--- src/rtl/cache_perf_reporter.sv ---
// cache_perf_reporter: counts rising edges on NUM_CH cache event strobes and,
// every PERIOD cycles, snapshots all counters and streams them to a UART TX
// FIFO as an ASCII frame "a<hex>b<hex>...\r\n", one byte per write strobe.
//
// Handshake: wr_en_o is a registered strobe; each high cycle is exactly one
// byte written into the FIFO with data_o. A byte is issued only when
// fifo_full_i is low in the cycle before it appears; while full the frame
// position holds and no byte is skipped.
module cache_perf_reporter #(
    parameter int NUM_CH      = 8,
    parameter int CNT_W       = 12,
    parameter int PERIOD      = 300,
    parameter int CLR_ON_SNAP = 0,
    parameter int SATURATE    = 0
) (
    input  logic              clk,
    input  logic              rst,
    input  logic              en_i,
    input  logic [NUM_CH-1:0] event_i,
    input  logic              fifo_full_i,
    output logic [7:0]        data_o,
    output logic              wr_en_o,
    output logic              busy_o,
    output logic              overrun_o,
    output logic [7:0]        overrun_cnt_o
);

    localparam int NIB   = CNT_W / 4;
    localparam int CH_W  = (NUM_CH > 1) ? $clog2(NUM_CH) : 1;
    localparam int NIB_W = (NIB > 1) ? $clog2(NIB) : 1;
    localparam int TMR_W = $clog2(PERIOD);
    localparam logic [CH_W-1:0]  LAST_CH  = CH_W'(NUM_CH - 1);
    localparam logic [NIB_W-1:0] LAST_NIB = NIB_W'(NIB - 1);
    localparam logic [TMR_W-1:0] LAST_TMR = TMR_W'(PERIOD - 1);

    // The state names the byte currently on data_o (or still waiting to go).
    typedef enum logic [2:0] {S_IDLE, S_TAG, S_DIGIT, S_CR, S_LF} state_t;

    state_t            r_state;
    logic [CH_W-1:0]   r_ch;
    logic [NIB_W-1:0]  r_nib;
    logic [7:0]        r_data;
    logic              r_wr_en;
    logic [TMR_W-1:0]  r_timer;
    logic [NUM_CH-1:0] r_prev;
    logic [CNT_W-1:0]  r_cnt  [NUM_CH];
    logic [CNT_W-1:0]  r_snap [NUM_CH];
    logic              r_overrun;
    logic [7:0]        r_ovr_cnt;

    logic              w_tick;
    logic              w_accept;
    logic              w_drop;
    logic [NUM_CH-1:0] w_inc;
    state_t            w_adv_state;
    logic [CH_W-1:0]   w_adv_ch;
    logic [NIB_W-1:0]  w_adv_nib;
    logic              w_move;
    state_t            w_tgt_state;
    logic [CH_W-1:0]   w_tgt_ch;
    logic [NIB_W-1:0]  w_tgt_nib;
    logic [NIB_W-1:0]  w_nib_sel;
    logic [CNT_W-1:0]  w_snap_sh;
    logic [3:0]        w_nibble;
    logic [7:0]        w_byte;

    assign w_tick   = (r_timer == LAST_TMR);
    assign w_accept = w_tick & (r_state == S_IDLE);
    assign w_drop   = w_tick & (r_state != S_IDLE);
    assign w_inc    = event_i & ~r_prev & {NUM_CH{en_i}};

    assign data_o        = r_data;
    assign wr_en_o       = r_wr_en;
    assign busy_o        = (r_state != S_IDLE);
    assign overrun_o     = r_overrun;
    assign overrun_cnt_o = r_ovr_cnt;

    function automatic logic [CNT_W-1:0] bump(input logic [CNT_W-1:0] v);
        if ((SATURATE != 0) && (&v)) return v;
        return v + CNT_W'(1);
    endfunction

    // Free-running snapshot interval timer, 0..PERIOD-1.
    always_ff @(posedge clk or posedge rst) begin
        if (rst) r_timer <= '0;
        else if (w_tick) r_timer <= '0;
        else r_timer <= r_timer + TMR_W'(1);
    end

    // Edge detect, event counters and snapshot capture.
    always_ff @(posedge clk or posedge rst) begin
        if (rst) begin
            r_prev <= '0;
            for (int k = 0; k < NUM_CH; k++) begin
                r_cnt[k]  <= '0;
                r_snap[k] <= '0;
            end
        end else begin
            r_prev <= event_i;
            for (int k = 0; k < NUM_CH; k++) begin
                if (w_accept) begin
                    r_snap[k] <= r_cnt[k];
                    // A same-cycle edge restarts the count at 1 so it is not lost.
                    if (CLR_ON_SNAP != 0) r_cnt[k] <= w_inc[k] ? CNT_W'(1) : '0;
                    else if (w_inc[k]) r_cnt[k] <= bump(r_cnt[k]);
                end else if (w_inc[k]) begin
                    r_cnt[k] <= bump(r_cnt[k]);
                end
            end
        end
    end

    // Sticky overrun flag and saturating dropped-snapshot counter.
    always_ff @(posedge clk or posedge rst) begin
        if (rst) begin
            r_overrun <= 1'b0;
            r_ovr_cnt <= '0;
        end else if (w_drop) begin
            r_overrun <= 1'b1;
            if (r_ovr_cnt != 8'hFF) r_ovr_cnt <= r_ovr_cnt + 8'd1;
        end
    end

    // Next frame position: advance once the current byte is written,
    // otherwise retry the same byte.
    always_comb begin
        w_adv_state = r_state;
        w_adv_ch    = r_ch;
        w_adv_nib   = r_nib;
        case (r_state)
            S_IDLE: begin
                w_adv_state = S_TAG;
                w_adv_ch    = '0;
                w_adv_nib   = '0;
            end
            S_TAG: begin
                w_adv_state = S_DIGIT;
                w_adv_nib   = '0;
            end
            S_DIGIT: begin
                if (r_nib == LAST_NIB) begin
                    w_adv_nib = '0;
                    if (r_ch == LAST_CH) begin
                        w_adv_state = S_CR;
                    end else begin
                        w_adv_state = S_TAG;
                        w_adv_ch    = r_ch + CH_W'(1);
                    end
                end else begin
                    w_adv_nib = r_nib + NIB_W'(1);
                end
            end
            S_CR:    w_adv_state = S_LF;
            S_LF:    w_adv_state = S_IDLE;
            default: w_adv_state = S_IDLE;
        endcase
        w_move      = (r_state == S_IDLE) ? w_tick : r_wr_en;
        w_tgt_state = w_move ? w_adv_state : r_state;
        w_tgt_ch    = w_move ? w_adv_ch : r_ch;
        w_tgt_nib   = w_move ? w_adv_nib : r_nib;
    end

    // ASCII byte for the target frame position; digits MS nibble first.
    always_comb begin
        w_nib_sel = LAST_NIB - w_tgt_nib;
        w_snap_sh = r_snap[w_tgt_ch] >> {w_nib_sel, 2'b00};
        w_nibble  = w_snap_sh[3:0];
        w_byte    = 8'h00;
        case (w_tgt_state)
            S_TAG:   w_byte = 8'h61 + 8'(w_tgt_ch);
            S_DIGIT: w_byte = (w_nibble < 4'd10) ? (8'h30 + {4'h0, w_nibble})
                                                 : (8'h37 + {4'h0, w_nibble});
            S_CR:    w_byte = 8'h0D;
            S_LF:    w_byte = 8'h0A;
            default: w_byte = 8'h00;
        endcase
    end

    // Frame state and registered write port.
    always_ff @(posedge clk or posedge rst) begin
        if (rst) begin
            r_state <= S_IDLE;
            r_ch    <= '0;
            r_nib   <= '0;
            r_data  <= '0;
            r_wr_en <= 1'b0;
        end else begin
            r_state <= w_tgt_state;
            r_ch    <= w_tgt_ch;
            r_nib   <= w_tgt_nib;
            r_wr_en <= (w_tgt_state != S_IDLE) & ~fifo_full_i;
            if ((w_tgt_state != S_IDLE) && !fifo_full_i) r_data <= w_byte;
        end
    end

endmodule

--- config.mk ---
export PLATFORM = sky130hd
export DESIGN_NAME = cache_perf_reporter
export DESIGN_NICKNAME = d
export VERILOG_FILES = /design/src/rtl/cache_perf_reporter.sv
export SDC_FILE = /design/constraint.sdc
export NUM_CORES = 1
export LEC_CHECK = 0
export ABC_AREA = 1
export ABC_CLOCK_PERIOD_IN_PS = 8000
export BUFFER_PORTS_ARGS = -buffer_cell sky130_fd_sc_hd__buf_2
export CORE_UTILIZATION = 56
export DETAILED_ROUTE_END_ITERATION = 8
export PLACE_DENSITY = 0.82
export SYNTH_ARGS = -nofsm -noshare
export SYNTH_HDL_FRONTEND = slang
export SYNTH_SLANG_ARGS = --single-unit
export TNS_END_PERCENT = 30
--- constraint.sdc ---
create_clock -name clk -period 8 [get_ports clk]
set_input_delay 1.6 -clock clk [delete_from_list [all_inputs] [get_ports clk]]
set_output_delay 1.6 -clock clk [all_outputs]
set_load 0.02 [all_outputs]
Yosys cells after proc, flatten, opt, wreduce, memory -nomap -nowiden
Cells that the tools add are included.
Storage, ports and cells
  register bits after elaboration: 235
  input bits: 12
  output and inout port bits: 19
  logic and storage cells: 88
Cells by class
  $add $sub $neg: 16
  $lt $le $gt $ge: 2
  equal/unequal tests: 11
  shift-type cells: 1
  mux-type cells: 18
  bitwise logic cells: 8
  reductions and logical operators: 7
Operator list (count)
  adder 12 x 1 -> 12 bit (second input constant): 8
  binary-select mux 12 bit (select 3 bit): 1
  one-hot mux 8 bit (4 select lines): 1
  2-to-1 mux 12 bit: 2
  bitwise AND 8 bit: 2
  2-to-1 mux 3 bit: 5
  adder 6 x 4 -> 7 bit (first input constant): 2
  == test 3 x 2 -> 1 bit (second input constant): 4
  one-hot mux 3 bit (4 select lines): 1
  >> shifter 12 x 4 -> 4 bit: 1
  adder 9 x 1 -> 9 bit (second input constant): 1
  == test 9 bit (second input constant): 1
  2-to-1 mux 9 bit: 1
  adder 7 x 3 -> 8 bit (first input constant): 1
  adder 8 x 1 -> 8 bit (second input constant): 1
  inequality test 8 bit (second input constant): 1
  inverter 8 bit: 1
  2-to-1 mux 7 bit: 1
  == test 3 x 1 -> 1 bit (second input constant): 2
  == test 3 bit (second input constant): 2
  2-to-1 mux 2 bit: 3
  one-hot mux 3 bit (2 select lines): 1
  nonzero test 3 bit: 2
  greater-or-equal comparator 4 bit (second input constant): 1
  other kinds (15): 17

Longest topological paths before layout
  word-level depth: 13
  gate-level depth with buffers: 24
  depth with buffers taken out: 22

Worst setup path after synthesis
Ideal clock, no wire load.
  path type: input port to flip-flop
  from: in en_i
  to: reg r_cnt[35] (netlist bit)
  library setup time: 0.079 ns
  data arrival time: 3.133 ns
  required time: 7.921 ns
  setup slack: 4.788 ns
  cell stages on the path: 10
  buffers on the path: 1
  cells stage by stage: clkbuf_1 > nand2_1 > nor2_1 > nand4_1 > nor3_1 > nand2_1 > nor2_1 > nand3_1 > nor3_1 > xor2_1
On the way
  word-level cells in the longest chain between the ends: 1
RTL lines
  from (decl): RTL line 18  | input logic en_i,
  bitwise AND 8 bit: RTL line 70  | assign w_inc = event_i & ~r_prev & {NUM_CH{en_i}};
  to (signal, indexed assignment): RTL line 104  | if (CLR_ON_SNAP != 0) r_cnt[k] <= w_inc[k] ? CNT_W'(1) : '0;
  to (signal, indexed assignment): RTL line 105  | else if (w_inc[k]) r_cnt[k] <= bump(r_cnt[k]);
  to (signal, indexed assignment): RTL line 107  | r_cnt[k] <= bump(r_cnt[k]);
  to (decl): RTL line 46  | logic [CNT_W-1:0] r_cnt [NUM_CH];
No other way between the ends.
A chain may end at the register's enable or synchronous reset.

Worst setup path in the final report
  from: reg r_timer[0]
  to: reg r_data[2] (netlist: data_o[2])
On the way
  word-level cells in the longest chain between the ends: 11
  elaborated cells between the ends (all ways): 23
  those cells by class: add/sub (4); order compare (1); eq/ne (5); shift (1); mux (9); bitwise (1); reduce/logical (2)
RTL lines
  from (decl): RTL line 44  | logic [TMR_W-1:0] r_timer;
  from (signal assigned): RTL line 87  | else r_timer <= r_timer + TMR_W'(1);
  == test 9 bit *: RTL line 67  | assign w_tick = (r_timer == LAST_TMR);
  2-to-1 mux 1 bit *: RTL line 157  | w_move = (r_state == S_IDLE) ? w_tick : r_wr_en;
  2-to-1 mux 3 bit: RTL line 159  | w_tgt_ch = w_move ? w_adv_ch : r_ch;
  inverter 3 -> 4 bit (implied by the code): RTL line 166  | w_snap_sh = r_snap[w_tgt_ch] >> {w_nib_sel, 2'b00};
  binary-select mux 12 bit (select 3 bit): RTL line 166
  2-to-1 mux 12 bit (implied by the code) (2 in a row): RTL line 166
  >> shifter 12 x 4 -> 4 bit: RTL line 166
  adder 6 x 4 -> 7 bit (tied with other cells): RTL line 172  | : (8'h37 + {4'h0, w_nibble});
  2-to-1 mux 7 bit: RTL line 171  | S_DIGIT: w_byte = (w_nibble < 4'd10) ? (8'h30 + {4'h0, w_nibble})
  one-hot mux 8 bit (4 select lines): RTL line 169  | case (w_tgt_state)
  to (signal assigned): RTL line 192  | if ((w_tgt_state != S_IDLE) && !fifo_full_i) r_data <= w_byte;
  to (decl): RTL line 42  | logic [7:0] r_data;
Mark *: on every way between the ends. The rest lies on a longest branch, timed or not. The select of a mux whose other input is x is not followed.

==> out/qor.log <==
[routing] average via count per standard cell 5.33
[critical_path] Req. time, crit path 8.40 ns
[logic_synthesis] sequential-to-total area share from yosys stat 0.537
[clocking] number of cells upsized or downsized after cts 0
[critical_path] gate family responsible for the most delay along the worst path simple AND/OR/NAND/NOR gates
[sta] portion of the clock cycle consumed by the worst path in the final layout 0.508
[routing] 1st-iter DRT viols 596
[sta] Hold Vio Cnt, Final 0
[global_route] global-route wire length before repair 38500 um
[floorplanning] horizontal die dimension 141 um
[final_layout] signed area change from the synthesized netlist to the final layout 10.2%
[sta] slew at the pin closest to its max-slew limit 0.921 ns
[floorplanning] Top Ports 31
[clocking] cell at the root of the clock tree sky130_fd_sc_hd__clkbuf_16
[logic_synthesis] mean post-synth cell area 8.70 um^2
[floorplanning] initial standard-cell utilization of the core 0.577
[power_and_ir_drop] IR drop worst, VDD 0.152 mV
[clocking] total setup buffers inserted after CTS 0
[sta] achievable clock frequency 246 MHz
[logic_synthesis] Yosys warning count 0
[routing] residual DRC count 0
[critical_path] slowest CP cell sky130_fd_sc_hd__buf_4
[clocking] Clock H-tree levels 1
[final_layout] share of final-layout standard cells stronger than drive strength 1 0.0848
[global_route] vias in the first global route 8029
[clocking] maximum count of clock buffers along a single path 3
[place] half-perimeter wire length of the detailed placement result 15200 um
[sta] final worst clock skew 0.00962 ns
[clocking] CTS tree done
[min_path] Min-Delay Path Class register to register
[critical_path] cells along the critical path ha_1, nand2_1, nor2_2, nand3_4, buf_4, inv_2, nor2_4, inv_2, nand3_1, nand2_1, nand2_1, nand2_1, nor2_2, ha_1, nand2_1, nand2_1, nand2_1, nand2_1, nand2_1, nand2_1, nand2_1
[clocking] Num Clock Sinks 234
[global_route] grt total ovfl 0
[critical_path] crit end category register
[sta] sum of negative setup slack 0 ns
[final_layout] final antenna diode count 0
[critical_path] largest stage delay on the critical path 0.72 ns
[final_layout] leading cell types in the layout, fill and taps excluded sky130_fd_sc_hd__nand2_1 (350), sky130_fd_sc_hd__dfrtp_1 (234), sky130_fd_sc_hd__inv_1 (147)
[power_and_ir_drop] power density over the cells 237 nW/um^2
[routing] total vias in the final route 8240
[clocking] clock insertion delay at the later pin of the skew report 0.51 ns
[sta] Slew Limit Headroom 0.386
[clocking] number of CTS-inserted buffers 24
[logic_synthesis] post-synthesis instance area 10900 um^2
[place] count of port buffers added during placement 29
[global_route] number of antenna violations at the first check in global routing 0
[floorplanning] num rows 50
[critical_path] CP most frequent cell sky130_fd_sc_hd__nand2_1
[logic_synthesis] unique cell type count in the Yosys netlist 40
[sta] shortest clock period the worst path allows after layout 4.06 ns
[logic_synthesis] gate count after technology mapping 1252
[global_route] global-route usage over all layers 0.239
[power_and_ir_drop] leak pwr 6.21 nW
[final_layout] most common cell after layout, fill and taps aside sky130_fd_sc_hd__nand2_1
[final_layout] total number of nets in the final design 1296
[floorplanning] height of the die 141 um
[place] routability congestion estimate 0.865
[clocking] clock transition at the registers of the reported paths 0.06 ns
[run_status] run status finished clean
[sta] RSZ-0062 raised after global routing no
[critical_path] Buffers & Inverters on Critical Path 3
[floorplanning] full die area 20000 um^2
[clocking] count of hold buffers inserted by post-cts repair 0
[floorplanning] Floorplan Core Area 18900 um^2
[final_layout] utilization after layout 0.635
[routing] detailed-route wire length per cell 14.7 um
[sta] setup violators final 0
[routing] number of optimization iterations in the first detailed-route pass 5
[logic_synthesis] post-synth net total 1277
[routing] final routed wirelength across all metal layers 22700 um
[critical_path] CP Launch Type register
[global_route] maximum number of pins on one net before global-route repair 169
[sta] Final Max Tran Viols 0
[critical_path] endpoint arrival time on the critical path 4.46 ns
[job] maximum capacitance violations 0
[logic_synthesis] number of synthesized register bits 234
[critical_path] kind of critical path register to register
[critical_path] maximum fanout encountered on the critical timing path 107
[routing] antenna violation net count after detailed routing 0
## metrics by stage
| stage | hold slack, ns | setup WS (ns) | instance area (um^2) | instances | total power, W |
|---|---|---|---|---|---|
| 2_1_floorplan | 0.433 | 3.34 | 10900 | 1252 | 0.00165 |
| 3_3_place_gp | 0.443 | 4.10 | 11200 | 1505 | 0.00172 |
| 3_5_place_dp | 0.458 | 4.02 | 11200 | 1505 | 0.00175 |
| 4_1_cts | 0.466 | 4.00 | 12000 | 1546 | 0.00287 |
| 5_1_grt | 0.491 | 3.51 | 12000 | 1546 | 0.00298 |
| 6_report | 0.459 | 3.94 | 12000 | 1546 | 0.00284 |
## area by class of cell
class,instances,area (um^2)
inverters,158,598
fillers,1520,6890
flip-flops and latches,234,5860
multi-input cells,820,4240
clock inverters,8,90.1
clock buffers,33,706
repair buffers,33,188
well taps,260,325
## final timing paths
kind | startpoint | end | slack (ns) | cells past startpoint
hold reg to reg | r_timer[0]$_DFF_PP0_ | r_timer[0]$_DFF_PP0_ | 0.46 | 1
setup reg to reg | r_timer[0]$_DFF_PP0_ | data_o[2]$_DFFE_PP0P_ | 3.94 | 21
hold / removal | r_timer[0]$_DFF_PP0_ | r_timer[0]$_DFF_PP0_ | 0.46 | 1
max in group asynchronous | rst | r_snap[64]$_DFFE_PP0P_ | 5.31 | 4
min in group asynchronous | rst | r_timer[6]$_DFF_PP0_ | 1.34 | 3
setup / recovery | r_timer[0]$_DFF_PP0_ | data_o[2]$_DFFE_PP0P_ | 3.94 | 21
## kinds of logic after synthesis
kind of cell               synth area share
AOI/OAI and AO/OA                    0.0532
xor gates and xnor gates             0.0756
adders and majority gates            0.0149
buffers and inverters                0.0731
DFF                                   0.537
muxes                               0.00310
other                              0.000344
and+or+nand+nor                       0.242
## cells in the mapped netlist (all sizes together)
| master | n | share of area |
|---|---|---|
| ha | 13 | 0.015 |
| o21ai | 92 | 0.042 |
| inv | 157 | 0.054 |
| dfrtp | 234 | 0.54 |
| nand2 | 355 | 0.12 |
| buf | 20 | 0.012 |
| a31oi | 2 | 0.0011 |
| nand3b | 3 | 0.0021 |
| mux2 | 3 | 0.0031 |
| nor4 | 1 | 0.00057 |
| nor3 | 27 | 0.013 |
| o21bai | 2 | 0.0024 |
| or4 | 1 | 0.00069 |
| clkinv | 1 | 0.00046 |
| xor2 | 89 | 0.072 |
| o211ai | 2 | 0.0014 |
| clkbuf | 20 | 0.0069 |
| nand4 | 27 | 0.016 |
| and3 | 2 | 0.0011 |
| xnor2 | 5 | 0.0040 |
| or2 | 2 | 0.0011 |
| a21oi | 11 | 0.0054 |
| nor2 | 64 | 0.025 |
| o22ai | 1 | 0.00057 |
| nand3 | 117 | 0.060 |
| conb | 1 | 0.00034 |
## metal layers
layer | vias up | global-route usage | part of all wire | routed length (um)
met5 | - | 0 | 0 | 0
met4 | 0 | 0.0877 | 0.032 | 735
met3 | 55 | 0.0300 | 0.043 | 985
met2 | 203 | 0.398 | 0.48 | 11000
met1 | 3991 | 0.323 | 0.44 | 10000
li1 | 3991 | - | - | -
## where the power goes
part / leakage (nW) / internal [W] / total [W] / switching [W]
Clock: 0.399 / 0.000676 / 0.00112 / 0.000440
Combinational: 2.82 / 0.000105 / 0.000290 / 0.000185
Sequential: 2.99 / 0.00132 / 0.00144 / 0.000119
## state kept, by name, indices dropped and copies added (netlist names)
name           flops
r_cnt             96
r_snap            96
r_timer            9
overrun_cnt_o      8
r_prev             8
data_o             7
r_ch               3
r_state            3
r_nib              2
overrun_o          1
wr_en_o            1
Power figures use the tool's default switching activity.
